==> config.mk <==
export PLATFORM = sky130hd
export DESIGN_NAME = pipe_exec_ctrl
export DESIGN_NICKNAME = d
export VERILOG_FILES = /design/src/rtl/pipe_ctrl_pkg.sv /design/src/rtl/pipe_exec_ctrl_hazard_detect.sv /design/src/rtl/pipe_exec_ctrl.sv
export SDC_FILE = /design/constraint.sdc
export NUM_CORES = 1
export LEC_CHECK = 0
export ABC_CLOCK_PERIOD_IN_PS = 2400
export CORE_ASPECT_RATIO = 0.7
export CORE_MARGIN = 2
export CORE_UTILIZATION = 45
export DETAILED_ROUTE_END_ITERATION = 7
export HOLD_SLACK_MARGIN = 0.08
export PLACE_DENSITY_LB_ADDON = 0.15
export SYNTH_ARGS = -nofsm -noshare
export SYNTH_HDL_FRONTEND = slang
export SYNTH_SLANG_ARGS = --single-unit
==> constraint.sdc <==
create_clock -name i_clk -period 2.4 [get_ports i_clk]
set_input_delay 0.6 -clock i_clk [delete_from_list [all_inputs] [get_ports i_clk]]
set_output_delay 0.6 -clock i_clk [all_outputs]
set_load 0.02 [all_outputs]
==> src/rtl/pipe_ctrl_pkg.sv <==
// pipe_ctrl_pkg: shared debug command and controller state encodings
package pipe_ctrl_pkg;
    typedef enum logic [1:0] {CMD_NOP = 2'b00, CMD_RUN = 2'b01, CMD_STEP = 2'b10, CMD_HALT = 2'b11} cmd_e;
    typedef enum logic [1:0] {ST_IDLE = 2'b00, ST_RUN = 2'b01, ST_STEP = 2'b10, ST_DONE = 2'b11} state_e;
    localparam int NB_ADDR_DEF = 5;
endpackage

==> src/rtl/pipe_exec_ctrl_hazard_detect.sv <==
// hazard_detect: combinational load-use detector for the ID stage
module hazard_detect
    import pipe_ctrl_pkg::*;
#(
    parameter int NB_ADDR = NB_ADDR_DEF
) (
    input  logic               idex_mem_read,
    input  logic [NB_ADDR-1:0] idex_rt,
    input  logic [NB_ADDR-1:0] ifid_rs,
    input  logic [NB_ADDR-1:0] ifid_rt,
    output logic               hz
);
    // $zero is never a real dependency, so a load into it cannot stall
    assign hz = idex_mem_read && (idex_rt != '0) && (idex_rt == ifid_rs || idex_rt == ifid_rt);
endmodule

==> src/rtl/pipe_exec_ctrl.sv <==
// pipe_exec_ctrl: run/step/halt sequencing of the pipeline clock enable,
// executed-cycle counter and load-use stall/flush generation
module pipe_exec_ctrl
    import pipe_ctrl_pkg::*;
#(
    parameter int NB_REG  = 32,
    parameter int NB_ADDR = NB_ADDR_DEF,
    parameter int NB_CYC  = 32
) (
    input  logic               i_clk,
    input  logic               i_reset,
    input  logic               i_cmd_valid,
    input  logic [1:0]         i_cmd,
    output logic               o_cmd_ready,
    input  logic               i_halt_wb,
    input  logic               i_idex_mem_read,
    input  logic [NB_ADDR-1:0] i_idex_rt,
    input  logic [NB_ADDR-1:0] i_ifid_rs,
    input  logic [NB_ADDR-1:0] i_ifid_rt,
    output logic               o_dunit_clk_en,
    output logic               o_pc_write,
    output logic               o_ifid_write,
    output logic               o_idex_flush,
    output logic [1:0]         o_state,
    output logic [NB_CYC-1:0]  o_cycle_cnt,
    output logic               o_done
);
    if (NB_REG < 1 || NB_CYC < 1) begin : g_param_chk
        $error("pipe_exec_ctrl: NB_REG and NB_CYC must be positive");
    end

    state_e            state_q, state_d;
    logic              accept, hz;
    logic [NB_CYC-1:0] cnt_q;

    assign o_cmd_ready    = (state_q == ST_IDLE) || (state_q == ST_RUN);
    assign o_dunit_clk_en = (state_q == ST_RUN) || (state_q == ST_STEP);
    assign o_done         = (state_q == ST_DONE);
    assign o_state        = state_q;
    assign o_cycle_cnt    = cnt_q;
    assign accept         = i_cmd_valid && o_cmd_ready;

    always_ff @(posedge i_clk) begin
        if (i_reset) begin
            state_q <= ST_IDLE;
            cnt_q   <= '0;
        end else begin
            state_q <= state_d;
            if (o_dunit_clk_en && cnt_q != '1)
                cnt_q <= cnt_q + 1'b1;
        end
    end

    // halt_wb is only meaningful while the pipeline is actually advancing
    always_comb begin
        state_d = state_q;
        unique case (state_q)
            ST_IDLE: state_d = !accept ? ST_IDLE :
                               i_cmd == CMD_RUN  ? ST_RUN :
                               i_cmd == CMD_STEP ? ST_STEP : ST_IDLE;
            ST_RUN:  state_d = i_halt_wb ? ST_DONE :
                               (accept && i_cmd == CMD_HALT) ? ST_IDLE : ST_RUN;
            ST_STEP: state_d = i_halt_wb ? ST_DONE : ST_IDLE;
            ST_DONE: state_d = ST_DONE;
            default: state_d = ST_IDLE;
        endcase
    end

    hazard_detect #(.NB_ADDR(NB_ADDR)) u_hazard (
        .idex_mem_read(i_idex_mem_read),
        .idex_rt      (i_idex_rt),
        .ifid_rs      (i_ifid_rs),
        .ifid_rt      (i_ifid_rt),
        .hz           (hz)
    );

    assign o_pc_write   = ~hz;
    assign o_ifid_write = ~hz;
    assign o_idex_flush = hz;
endmodule

# Word-level counts from Yosys, hierarchy flattened
# Index checks and enable logic that the tools add are counted.
word_totals:
  in_bits: 22
  ff_bits: 34
op_classes:
  n_bitwise: 1
  muxes: 7
  addsub: 1
  n_reduce_logical: 10
  eq_ne: 9
ops:
  columns: ["operator", "n"]
  rows:
  - ["adder 32 x 1 -> 32 bit (second input constant)", 1]
  - ["!= test 32 bit (second input constant)", 1]
  - ["equality test 5 bit", 2]
  - ["two-way mux 2 bit", 5]
  - ["equality test 2 bit (second input constant)", 4]
  - ["one-hot mux 2 bit (4 select lines)", 1]
  - ["logical AND 1 bit", 5]
  - ["nonzero test 5 bit", 1]
  - ["equality test 2 x 1 -> 1 bit (second input constant)", 2]
  - ["logical OR 1 bit", 3]
  - ["logical NOT 2 bit", 1]
  - ["two-way mux 1 bit", 1]
  - ["inverter 1 bit", 1]

# Logic depth before layout (Yosys ltp)
# Gate-level depths: netlist (run 1).
depth:
  word_depth: 7
  depth_mapped: 8
  depth_no_buf: 7

# Modules after synthesis
# Synthesis (run 1) repeated with hierarchy kept, for this count alone.
unflattened:
  cells_unflattened: 231
  hier_area_um2: 2122.0
modules_own_cells:
  columns: ["mod", "cells_per_inst", "area_per_inst_um2", "instances"]
  rows:
  - ["pipe_exec_ctrl", 214, 1996.9, 1]
  - ["hazard_detect", 17, 125.1, 1]

# Least setup slack after synthesis (run 1)
# OpenSTA, ideal clock, no wires.
synth_timing:
  path_type: "input -> output"
  startpoint: "input port i_idex_rt[0]"
  endpoint: "output port o_pc_write"
  path_slack_ns: -0.002
  path_buffers: 1
  path_stages: 3
  arrival_time_ns: 1.802
  path_cell_list: "or4_1 > o211ai_1 > buf_4"
synth_via:
  elab_chain_cells: 4
synth_rtl:
  columns: ["element", "line_no", "rtl"]
  rows:
  - ["start: declaration", "pipe_exec_ctrl.sv:17", "input logic [NB_ADDR-1:0] i_idex_rt,"]
  - ["equality test 5 bit / nonzero test 5 bit (equally long branches)", "pipe_exec_ctrl_hazard_detect.sv:14", "assign hz = idex_mem_read && (idex_rt != '0) && (idex_rt == ifid_rs || idex_rt == ifid_rt);"]
  - ["logical OR 1 bit / logical AND 1 bit (equally long branches)", "pipe_exec_ctrl_hazard_detect.sv:14", null]
  - ["logical AND 1 bit (*)", "pipe_exec_ctrl_hazard_detect.sv:14", null]
  - ["inverter 1 bit (*)", null, null]
  - ["end: declaration", "pipe_exec_ctrl.sv:21", "output logic o_pc_write,"]
# Mark *: on every way between the ends. The rest lies on a longest branch, timed or not.

# Final worst setup path (run 1)
layout_timing:
  startpoint: "input port i_idex_rt[2]"
  endpoint: "output port o_ifid_write"
layout_via:
  elab_chain_cells: 4
layout_rtl:
  columns: ["element", "line_no", "rtl"]
  rows:
  - ["equality test 5 bit / nonzero test 5 bit (equally long branches)", "pipe_exec_ctrl_hazard_detect.sv:14", null]
  - ["logical OR 1 bit / logical AND 1 bit (equally long branches)", "pipe_exec_ctrl_hazard_detect.sv:14", null]
  - ["logical AND 1 bit (*)", "pipe_exec_ctrl_hazard_detect.sv:14", null]
  - ["inverter 1 bit (*)", "pipe_exec_ctrl.sv:78", "assign o_ifid_write = ~hz;"]
  - ["end: declaration", "pipe_exec_ctrl.sv:22", "output logic o_ifid_write,"]
# Marked as above.

==> results of run 1 <==
[sequential cells by signal, summed over array words and instances, names as in the netlist]
name         flops
o_cycle_cnt     32
o_state          2
[repair_timing]
action,CTS,global route
buffers inserted,0,0
hold buffers,0,0
gates resized for setup,31,8
pin swaps,10,6
setup endpoints to repair,5,3
[metal layers]
layer / global-route usage [%] / wire length (µm) / vias to the layer above
met5: 0 / 0 / -
met4: 8.62 / 65 / 0
met3: 4.49 / 344 / 7
met2: 30.4 / 2300 / 69
met1: 30.9 / 2670 / 957
li1: - / - / 1065
[final timing paths]
check / end / slack [ns] / cells past startpoint
max: o_ifid_write / 0.07 / 4
min: o_cycle_cnt[5] / 0.50 / 2
max reg2reg: o_cycle_cnt[19] / 0.15 / 6
min reg2reg: o_cycle_cnt[5] / 0.50 / 2
[through the flow]
step                      TNS, ns  setup WS (ns)
after global placement      -1.93         -0.646
after global routing            0        0.00921
after detailed placement    -2.07         -0.724
final                           0         0.0683
after CTS                       0        0.00494
after floorplan                 0        0.00171
[cell type report]
class / count / area [µm²]
Clock buffer: 7 / 86.3
Tap cell: 55 / 68.8
Multi-Input combinational cell: 189 / 1310
Fill cell: 375 / 1440
Clock inverter: 1 / 5.00
Inverter: 10 / 37.5
Sequential cell: 34 / 681
Timing Repair Buffer: 85 / 769
[worst max-delay path: cells and delay by family]
kind | cells | cell delay [ns]
compound gates | 1 | 0.23
buf+inv | 2 | 0.40
simple gates | 1 | 0.51
[cell usage in the layout (no fill, tap or decap), types with 4 or more instances in the layout]
cell,count
clkdlybuf4s50_1,43
dfxtp_1,34
buf_4,26
nor2_1,25
a21oi_1,17
nand3_1,14
nand2_1,12
xor2_1,11
inv_1,10
nor4_1,10
o21ai_0,10
dlygate4sd2_1,10
or3_1,9
o31ai_1,8
nand4_1,7
or4_1,7
xnor2_1,6
ha_1,6
clkbuf_8,6
mux2_2,5
nor2b_1,4
[power breakdown]
part / leakage [nW] / switching (mW) / internal [mW]
clock: 0.0482 / 0.208 / 0.231
sequential: 0.274 / 0.00420 / 0.567
combinational: 0.741 / 0.0603 / 0.0632
total: 1.06 / 0.272 / 0.861
[kinds of logic (layout without fill, tap and decap cells)]
logic type | after synthesis | in the layout
buffers and inverters | 21 | 103
AND/OR/NAND/NOR | 110 | 110
XOR/XNOR | 19 | 19
adder cells (fa/ha/maj) | 6 | 6
multiplexers | 6 | 6
flip-flops | 34 | 34
AO/OA/AOI/OAI | 48 | 48
==> metrics.txt, run 1 <==
status finished, final reports clean; Finished Core Util about two thirds; relative max-transition margin approximately two thirds; vias per std cell around 5.5; layout cells sized above 1 between 10% and 20%; # H-tree levels 2; Iter 0 DRT Violations roughly 120; total chip power 1.13 mW; top_reg_cell synth dfxtp_1; total nets after synthesis approximately 270; CP Capture Type primary output; non-filler cells, final 381; CTS buffer count 5; Startpoint Class primary input; IO Port Bufs 61; Yosys reg bits 34; VDD IR-drop max ~0.00026 V; cell taking the most area after synthesis dfxtp_1; placed cell count about 370; I/O Pins 62; Synth Instances between 200 and 250; Synth Area per Inst 8.54 µm²; DP Area ~2900 µm²; first-pass GRT wire length between 8 and 9 mm; RSZ-0062 raised after global routing false; CP Class primary input to primary output; Post-route DRC 0; Distinct cells, synth between 40 and 50; clock root buffer master clkbuf_8; synth top area cells dfxtp_1, xor2_1, nor2_1; Tcrit/Tclk final approximately 100%; Setup Viol. Count Final 0; EDFF count, synth 0; Adder-Cell Fraction of Synth Area 3.60%; Initial Util a little under half; CTS max path bufs 2; Clock Latency Late Sink about 0.29 ns; Syn. warnings 0; required time worst endpoint ~1.8 ns; Pwr Density ~380 nW/µm²; Cell Chain, Critical Path clkdlybuf4s15_1 > or4_4 > o211ai_1 > buf_4; Ant. Diodes 0; Max-Cap Viols 0; Nets about 350; r2r startpoint o_cycle_cnt[28]; number of global-route vias before repair 1883; Vias approximately 2100; Clock Skews ~0.0026 ns; Die ar. a little over 5000 µm²; CP peak stage delay ~0.51 ns; Core Area approximately 4400 µm²; GR Overflow Total 0; Leakage approximately 1.1 nW; Crit-path slowest cell or4_4; Peak Freq 429 MHz; commonest cells in the netlist dfxtp_1, nor2_1, a21oi_1; ys async rst share 0%; Post-Syn Area 2080 µm²; CTS tree yes; row count 20; Final Hold Slack 0.504 ns; gpl congestion 0.813; fin. max-slew vios 0; sequential element share of the synthesized area 32.7%; clk sinks 34; hpwl dp ~4.1 mm; Pre-antenna DRT Iters 4; multiplexer area fraction after synthesis between 3 and 4%; final hold vios 0; clock slew at reported path FFs approximately 0.070 ns; most common cell in the netlist dfxtp_1; die width 85.3 µm; xor/xnor cell area share of the yosys netlist between 7 and 8%; worst-margin pin slew slightly below 0.5 ns; synth-to-layout area growth 42.1%; largest net degree at the start of global routing 26; final instance area 2960 µm²; Total Routing Usage GR a little over a fifth; die height 60.9 µm; hold path start o_cycle_cnt[5]; ANT nets after route 0; top cell type's share of synthesized area 32.7%; min-delay worst type flop to flop; Compound-Gate Fraction of Synth Area ~16%; Synth Area in Simple Gates a little under a third; CP arrival approximately 1.7 ns; initial antenna violation count 0; beginning of the critical path i_idex_rt[2]; minimum clock period approximately 2.3 ns; WL per Instance ~14 µm; largest family of logic cells by synthesized area simple AND/OR/NAND/NOR gates; maximum fanout along the worst path 3; drt total wl ~5.4 mm
Note: power is estimated with default switching activity, not from simulation.
==> run 2: changes to the inputs <==
- GPL_TIMING_DRIVEN: default -> 1
==> results of run 2 <==
No change in the layout: final DEF, timing and power equal those of run 1.
==> run 3: changes to the inputs <==
- ABC_CLOCK_PERIOD_IN_PS: 2400 -> 2100
- CORE_UTILIZATION: 45 -> 43
- SETUP_SLACK_MARGIN: default -> 0.4
- clock period: 2.4 -> 2.1 ns (I/O delays scaled with it)
==> run 3 against run 2 <==
Compared with the run above: the run now ends with negative setup slack left; first-iteration DRC count decreased by 24%; combinational power increased by 55%; largest power group is now clock; die area increased by 4.4%; highest routed layer unchanged; total power increased by 36%; clock skew increased by 0.0074 ns.
==> metrics.txt, run 3 (synthesis gave the netlist of run 1 again) <==
status finished with violations; failing checks negative setup slack; Leakage 1.62 nW (+52%); CP Class primary input to primary output; CTS buffer count 5 (unchanged); cts hold-fix bufs 0 (unchanged); setup_tns -0.164 ns (-0.164 ns); non-filler cells, final 417 (+9.4%); CP Capture Type primary output; die width 87.2 µm (+2.2%); die height 62.2 µm (+2.2%); row count 21 (+5.0%); IO Port Bufs 61 (unchanged); final instance area 3780 µm² (+28%); most common cell after layout, fill and taps aside buf_4; largest net degree at the start of global routing 40 (+54%); CTS tree yes; Tcrit/Tclk final 103%; gpl congestion 0.871 (+7.1%); DP Area 3060 µm² (+6.7%); placed cell count 370 (-0.80%); Peak Freq ~460 MHz; hpwl dp 4.16 mm (+1.1%); commonest cells after routing, fill and taps aside buf_4, dlygate4sd2_1, nor2_1, dfxtp_4, buf_6; drt total wl 7.19 mm (+34%); minimum clock period between 2 and 2.5 ns; min-delay worst type flop to flop; Ant. Diodes 0 (unchanged); number of fill cells 314 (-16%); relative max-transition margin 72.4% (+5.7 points); Core Area 4730 µm² (+7.4%); Crit-path slowest cell nor3_1; met3 usage 5.05% (+0.56 points); max FFs per register 32 (unchanged); Post-route DRC 0 (unchanged); Max-Cap Viols 0 (unchanged); maximum fanout along the worst path 2 (-1); required time worst endpoint 1.57 ns (-0.23 ns); Nets 387 (+9.6%); Iter 0 DRT Violations 90 (-24%); clk sinks 34 (unchanged); Clock Skews 0.0100 ns (+0.00744 ns); first-pass GRT wire length 10.9 mm (+27%); setup ws final -0.0583 ns (-0.127 ns); GR Overflow Total 0 (unchanged); Startpoint Class primary input; vias per std cell 5.74 (+4.2%); number of global-route vias before repair 2320 (+23%); synth-to-layout area growth 81.4%; Die ar. 5430 µm² (+4.4%); M1 GR Usage 33.4% (+2.5 points); CP arrival 1.63 ns (-0.10 ns); clock root buffer master clkbuf_8; final hold vios 0 (unchanged); Pwr Density 409 nW/µm² (+6.9%); hold path depth 2 (unchanged); VDD IR-drop max 0.000280 V (+9.7%); worst-margin pin slew 0.410 ns (-0.0856 ns); GR Util met2 40.7% (+10 points); WL per Instance 17.2 µm (+22%); CTS max path bufs 2 (unchanged); initial antenna violation count 0 (unchanged); reg2reg path depth 6 (unchanged); layout cells sized above 1 51.4% (+34 points); global routing's busiest layer met2; Finished Core Util 79.9% (+13 points); Clock Latency Late Sink 0.29 ns (about the same); Cell Chain, Critical Path buf_6 > xor2_1 > nor3_1 > nand3_1 > o31ai_4 > o211ai_1 > buf_4; ANT nets after route 0 (unchanged); Total Routing Usage GR 24.8% (+3.7 points); Initial Util 44.0% (-3.3 points); # H-tree levels 2 (unchanged); clock slew at reported path FFs 0.08 ns (about the same); CP peak stage delay 0.25 ns (-0.26 ns); I/O Pins 62 (unchanged); RSZ-0062 raised after global routing true; fin. max-slew vios 0 (unchanged); Vias 2393 (+14%); Setup Viol. Count Final 3 (+3); Pre-antenna DRT Iters 4 (unchanged); total chip power 1.55 mW (+36%)
## run 3: cell count changes in the layout (fill, tap and decap cells not counted), sizes merged
cell	before	now
buf	27	71
dlygate4sd2	10	38
clkdlybuf4s15	1	3
dlymetal6s2s	2	0
clkdlybuf4s50	43	6
clkbuf	9	6
bufinv	0	2
## run 3: report_power, final
group | total [mW] | internal, mW | switching (mW)
registers | 0.625 | 0.621 | 0.00391
clock network | 0.730 | 0.470 | 0.260
logic | 0.191 | 0.0988 | 0.0919
## run 3: area by class of cell
class | count | area (µm²) | share of cell area [%]
clock inverter | 3 | 63.8 | 1.69
clock buffer | 5 | 68.8 | 1.82
multi-input combinational | 189 | 1700 | 44.9
inverter | 10 | 42.5 | 1.13
tap | 57 | 71.3 | 1.89
sequential | 34 | 778 | 20.6
timing repair buffer | 119 | 1060 | 27.9
## run 3: final timing paths
path                                        end             from  slack [ns]
worst max-delay path               o_ifid_write     i_ifid_rt[3]       -0.06
worst min-delay path            o_cycle_cnt[31]  o_cycle_cnt[31]        0.49
worst max register to register  o_cycle_cnt[23]  o_cycle_cnt[30]        0.08
worst min register to register  o_cycle_cnt[31]  o_cycle_cnt[31]        0.49
## run 3: through the flow
step / setup WS [ns] / hold slack, ns
after CTS: 0.0150 / 0.491
after detailed placement: -0.867 / 0.482
after global routing: -0.125 / 0.502
final: -0.0583 / 0.489
after global placement: -0.800 / 0.469
after floorplan: -0.148 / 0.508
## run 3: worst max-delay path, delay by kind of cell
kind / cells / cell delay, ns
buffers and inverters: 2 / 0.27
and+or+nand+nor: 2 / 0.45
xor gates and xnor gates: 1 / 0.14
AOI/OAI and AO/OA: 2 / 0.24
## run 3: metal layers
metal / part of all wire (%) / routed length (µm)
met5: 0 / 0
met4: 1.0 / 74
met3: 4.3 / 307
met2: 50 / 3610
met1: 44 / 3200
## run 3: repair_timing
| item | 4_1_cts | 5_1_grt |
|---|---|---|
| pin swaps | 36 | 32 |
| resized for setup | 146 | 54 |
| setup buffers | 26 | 10 |
| setup endpoints to repair | 70 | 38 |
| gates cloned | 3 | 0 |
